<file path="config.mk">
export PLATFORM = sky130hd
export DESIGN_NAME = cla_nibble_seq_adder
export DESIGN_NICKNAME = d
export VERILOG_FILES = /design/src/rtl/cla_nibble_seq_adder_pkg.sv /design/src/rtl/cla_nibble_seq_adder_cla4.sv /design/src/rtl/cla_nibble_seq_adder.sv
export SDC_FILE = /design/constraint.sdc
export NUM_CORES = 1
export LEC_CHECK = 0
export ABC_AREA = 1
export CORE_UTILIZATION = 49
export CTS_BUF_LIST = sky130_fd_sc_hd__clkbuf_16
export CTS_CLUSTER_DIAMETER = 150
export CTS_CLUSTER_SIZE = 12
export DETAILED_ROUTE_END_ITERATION = 12
export DONT_BUFFER_PORTS = 1
export GPL_TIMING_DRIVEN = 0
export PLACE_DENSITY = 0.63
export SYNTH_ARGS = -nofsm -noshare
export SYNTH_HDL_FRONTEND = slang
export SYNTH_SLANG_ARGS = --single-unit
export TNS_END_PERCENT = 10
</file>
<file path="constraint.sdc">
create_clock -name clk -period 1.98 [get_ports clk]
set_input_delay 0.297 -clock clk [delete_from_list [all_inputs] [get_ports clk]]
set_output_delay 0.297 -clock clk [all_outputs]
set_load 0.02 [all_outputs]
</file>
<file path="src/rtl/cla_nibble_seq_adder_pkg.sv">
// ============================================================================
// Module : cla_nibble_seq_adder_pkg
// Brief  : State encodings and sizing helpers for the nibble-serial CLA adder.
// Rev    : 1.0
// ============================================================================
`default_nettype none

package cla_nibble_seq_adder_pkg;

    typedef enum logic [1:0] {
        ST_IDLE = 2'd0,
        ST_RUN  = 2'd1,
        ST_DONE = 2'd2
    } state_t;

    function automatic int nibble_count(input int width);
        return width / 4;
    endfunction

endpackage

`default_nettype wire

</file>
<file path="src/rtl/cla_nibble_seq_adder_cla4.sv">
// ============================================================================
// Module : cla_nibble_seq_adder_cla4
// Brief  : Combinational 4-bit carry-lookahead slice (sum plus carries 4..1).
// Rev    : 1.0
// ============================================================================
`default_nettype none

module cla_nibble_seq_adder_cla4
    import cla_nibble_seq_adder_pkg::*;
(
    input  logic [3:0] in1,
    input  logic [3:0] in2,
    input  logic       c_in,
    output logic [3:0] sum,
    output logic [4:1] carry
);

    logic [3:0] gen;
    logic [3:0] prop;

    assign gen  = in1 & in2;
    assign prop = in1 ^ in2;

    // Every carry is flattened from generate/propagate terms, no ripple.
    assign carry[1] = gen[0] | (prop[0] & c_in);
    assign carry[2] = gen[1] | (prop[1] & gen[0]) | (prop[1] & prop[0] & c_in);
    assign carry[3] = gen[2] | (prop[2] & gen[1]) | (prop[2] & prop[1] & gen[0])
                    | (prop[2] & prop[1] & prop[0] & c_in);
    assign carry[4] = gen[3] | (prop[3] & gen[2]) | (prop[3] & prop[2] & gen[1])
                    | (prop[3] & prop[2] & prop[1] & gen[0])
                    | (prop[3] & prop[2] & prop[1] & prop[0] & c_in);

    assign sum = prop ^ {carry[3:1], c_in};

endmodule

`default_nettype wire

</file>
<file path="src/rtl/cla_nibble_seq_adder.sv">
// ============================================================================
// Module : cla_nibble_seq_adder
// Brief  : WIDTH-bit adder that reuses one 4-bit CLA slice, one nibble per
//          clock, LSB first. Optional signed overflow via SEQ_ADD_OVF_EN.
// Rev    : 1.0
// ============================================================================
`default_nettype none

module cla_nibble_seq_adder
    import cla_nibble_seq_adder_pkg::*;
#(
    parameter int WIDTH = 16
) (
    input  logic             clk,
    input  logic             rst_n,
    input  logic             start,
    input  logic [WIDTH-1:0] in1,
    input  logic [WIDTH-1:0] in2,
    input  logic             c_in,
    output logic             busy,
    output logic             done,
    output logic [WIDTH-1:0] sum,
    output logic             c_out
`ifdef SEQ_ADD_OVF_EN
    ,
    output logic             ovf
`endif
);

    localparam int NIBBLES = nibble_count(WIDTH);
    localparam int IDX_W   = (NIBBLES > 1) ? $clog2(NIBBLES) : 1;
    localparam logic [IDX_W-1:0] LAST_IDX = IDX_W'(NIBBLES - 1);

    if ((WIDTH % 4 != 0) || (WIDTH < 8)) begin : g_width_check
        $error("cla_nibble_seq_adder: WIDTH must be a multiple of 4 and >= 8");
    end

    state_t           state;
    logic [WIDTH-1:0] a_reg;
    logic [WIDTH-1:0] b_reg;
    logic             carry_reg;
    logic [IDX_W-1:0] idx;

    logic [3:0]       slice_sum;
    logic [4:1]       slice_carry;

    // Operands shift right each RUN cycle, so the active nibble is always [3:0].
    cla_nibble_seq_adder_cla4 u_slice (
        .in1   (a_reg[3:0]),
        .in2   (b_reg[3:0]),
        .c_in  (carry_reg),
        .sum   (slice_sum),
        .carry (slice_carry)
    );

`ifdef SEQ_ADD_OVF_EN
    logic unused_carry;
    assign unused_carry = ^slice_carry[2:1];
`else
    logic unused_carry;
    assign unused_carry = ^slice_carry[3:1];
`endif

    always_ff @(posedge clk or negedge rst_n) begin
        if (!rst_n) begin
            state     <= ST_IDLE;
            busy      <= 1'b0;
            done      <= 1'b0;
            sum       <= '0;
            c_out     <= 1'b0;
            a_reg     <= '0;
            b_reg     <= '0;
            carry_reg <= 1'b0;
            idx       <= '0;
`ifdef SEQ_ADD_OVF_EN
            ovf       <= 1'b0;
`endif
        end else begin
            done <= 1'b0;
            case (state)
                ST_IDLE, ST_DONE: begin
                    if (start) begin
                        state     <= ST_RUN;
                        busy      <= 1'b1;
                        a_reg     <= in1;
                        b_reg     <= in2;
                        carry_reg <= c_in;
                        idx       <= '0;
                        sum       <= '0;
                    end else begin
                        state <= ST_IDLE;
                    end
                end
                ST_RUN: begin
                    a_reg     <= a_reg >> 4;
                    b_reg     <= b_reg >> 4;
                    // Result nibbles enter at the MSB end and walk down.
                    sum       <= {slice_sum, sum[WIDTH-1:4]};
                    carry_reg <= slice_carry[4];
                    idx       <= idx + 1'b1;
                    if (idx == LAST_IDX) begin
                        state <= ST_DONE;
                        busy  <= 1'b0;
                        done  <= 1'b1;
                        c_out <= slice_carry[4];
                        idx   <= '0;
`ifdef SEQ_ADD_OVF_EN
                        ovf   <= slice_carry[3] ^ slice_carry[4];
`endif
                    end
                end
                default: begin
                    state <= ST_IDLE;
                    busy  <= 1'b0;
                end
            endcase
        end
    end

endmodule

`default_nettype wire

</file>
==> impl_metrics.py <==
metrics = {
    "cts": {
        "clk_pin_slew_worst_paths_ns": 0.07,
        "cts_buffers": 5,
        "clock_latency_ns": 0.29,
        "cts_tree": "yes",
        "postCtsResizedCells": 0,
        "postCtsHoldBufs": 2,
        "cts.path.max_buffers": 2,
        "postCtsSetupBuffers": 0,
        "cts.root.buffer_cell": "clkbuf_16",
        "htree_levels": 2,
        "clkSinkCount": 56,
    },
    "route": {
        "drt_iter0_markers": 137,
        "first_pass_iters": 4,
        "remaining_drc_errors": 0,
        "viasPerCell": 5.23,
        "finalWirelength_mm": 5.82,
        "routedWlPerCell_microns": 15.6,
        "ant_nets": 0,
        "vias": 1946,
    },
    "yosys": {
        "ys_ff_latch": 56,
        "synth_cells": 292,
        "yosys_warnings": 0,
        "avgSynthCellArea_sq_um": 9.38,
        "yosysTopAreaCell": "dfrtp_1",
        "synth_area_leaders": "dfrtp_1 (51%), nand2_1 (7.5%), inv_1 (5.8%)",
        "yosys.cell_types.count": 26,
        "synth_area_sq_um": 2740,
        "syn_nets": 335,
        "synthDominantCellAreaShare_pct": 51.2,
        "yosysSeqAreaShare_pct": 51.2,
    },
    "power_and_ir_drop": {
        "clkPwrFrac_pct": 14.9,
        "ir_worst_vdd_v": 0.00106,
        "powerDensity_nw_per_um2": 1970,
        "p_int_mw": 3.24,
        "power_frac_comb_pct": 48.9,
        "p_sw_share_pct": 45.2,
        "p_leak_nw": 1.45,
        "p_seq_share_pct": 36.2,
        "p_sw_mw": 2.68,
    },
    "timing": {
        "setup_viol": 0,
        "grt_setup_unrepaired": "no",
        "drv_slew": 0,
        "clock_skew_ns": 0.00778,
        "fmax_mhz": 687,
        "period_needed_ns": 1.46,
        "final.setup.tns_ns": 0,
        "fin_crit_sh_pct": 73.5,
        "slew_headroom_pct": 79.8,
        "worst_pin_slew_ns": 0.300,
        "hold_viol_final": 0,
    },
    "floorplan": {
        "rows": 26,
        "die_x_microns": 76.7,
        "ioPinCount": 55,
        "die_area_sq_um": 5890,
        "core_sq_um": 5240,
        "fp.dieH_microns": 76.7,
        "initial_core_util_pct": 52.3,
    },
    "flow_run": {
        "maxCapViolCount": 0,
    },
    "placed_design": {
        "place_area_sq_um": 2830,
        "place_congestion": 0.786,
        "dp_hpwl_mm": 4.04,
        "port_buffers": 0,
    },
    "hold_path": {
        "hold_path.class": "in -> reg",
        "worstHoldStart": "in2[14]",
    },
    "global_route": {
        "grtUsageTotal_pct": 22.4,
        "grt-ovfl-total": 0,
        "grt_pass1_wl_mm": 10.1,
        "grt_max_degree": 57,
        "antenna_found_initial": 0,
        "grt_pass1_vias": 1950,
    },
    "setup_path": {
        "critPathKind": "reg -> reg",
        "cp-startpoint": "b_reg[1]$_DFFE_PN0P_",
        "r2r-start": "b_reg[1]$_DFFE_PN0P_",
        "start_kind": "register",
        "critPathMaxFanout": 7,
        "cp-end-kind": "register",
        "rrSetupSlack_ns": 0.52,
        "cp.arrival_ns": 1.68,
        "worstPathRequired_ns": 2.21,
    },
    "status": {
        "outcome": "finished clean",
    },
    "cells_and_area": {
        "diodes": 0,
        "fin_nets": 344,
        "area_growth_pct": 9.78,
        "drive_above_1_share_pct": 18.5,
        "final_area_sq_um": 3010,
    },
}
## area by class of cell
type / instances / area (sq um)
buffer: 16 / 124
clock buffer: 5 / 125
clock inverter: 3 / 17.5
fill: 470 / 2230
inverter: 45 / 169
multi-input combinational: 175 / 1040
sequential: 56 / 1400
tap: 70 / 87.6
timing repair buffer: 2 / 37.5
## per-layer routing
layer	up-vias	track usage [%]	part of all wire, %
li1	964	-	-
met1	923	31.6	48
met2	55	33.3	45
met3	4	7.14	6.8
met4	0	5.19	0.74
met5	-	0	0
## power groups by stage
stage                     clock network [mW]  registers, mW  logic (mW)
after floorplan                            0           2.09        2.32
after global placement                     0           2.16        2.83
after detailed placement                   0           2.18        2.87
after CTS                              0.891           2.15        2.92
after global routing                   0.933           2.20        3.36
final                                  0.882           2.14        2.89
## critical path: stages (launching register included)
cell	delay [ns]
dfrtp_1	0.40
ha_1	0.39
nand3_1	0.14
or2_0	0.22
nand3_1	0.13
nand2_1	0.07
nand2_1	0.06
## Yosys cell counts, drive strengths merged
cell type and number:
a21oi 3, inv 45, o21ai 44, nor2 14
nand4 1, nand2 57, a22o 1, or2 1
o211ai 16, o22ai 6, fa 1, nand3 17
buf 15, clkbuf 1, nor3 8, dfrtp 56
ha 6
## through the flow
step | setup WS [ns] | hold WS (ns) | utilization (%) | power (mW) | cells
after floorplan | 0.709 | 0.00141 | - | 4.41 | 292
after global placement | 0.563 | 0.00258 | 53.9 | 4.99 | 362
after detailed placement | 0.565 | 0.00251 | 53.9 | 5.04 | 362
after CTS | 0.523 | 0.148 | 57.4 | 5.97 | 372
after global routing | 0.422 | 0.160 | 57.4 | 6.49 | 372
final | 0.525 | 0.149 | 57.4 | 5.92 | 372
## kinds of logic after synthesis
kind of cell / Yosys count / share of synthesized area [%]
and+or+nand+nor: 98 / 15.6
AOI/OAI and AO/OA: 70 / 19.1
buffers and inverters: 61 / 10.7
DFF: 56 / 51.2
adders and majority gates: 7 / 3.47
## worst paths after layout
path,endpoint,depth (start not counted)
worst max-delay path,carry_reg$_DFFE_PN0P_,6
worst min-delay path,b_reg[14]$_DFFE_PN0P_,2
worst max register to register,carry_reg$_DFFE_PN0P_,6
worst min register to register,idx[1]$_DFFE_PN0P_,1
max in group asynchronous,sum[15]$_DFFE_PN0P_,2
min in group asynchronous,a_reg[3]$_DFFE_PN0P_,2
## placed cells by master, fill, tap and decap left out, drive strengths merged
cell	Yosys	routed
buf	15	16
ha	6	6
nand4	1	1
nor3	8	8
o21ai	44	44
clkinv	0	2
a21oi	3	3
fa	1	1
clkbuf	1	6
nand3	17	17
a22o	1	1
dlygate4sd3	0	1
nand2	57	57
nor2	14	14
dfrtp	56	56
inv	45	46
o22ai	6	6
o211ai	16	16
or2	1	1
(Power assumes the default switching activity.)
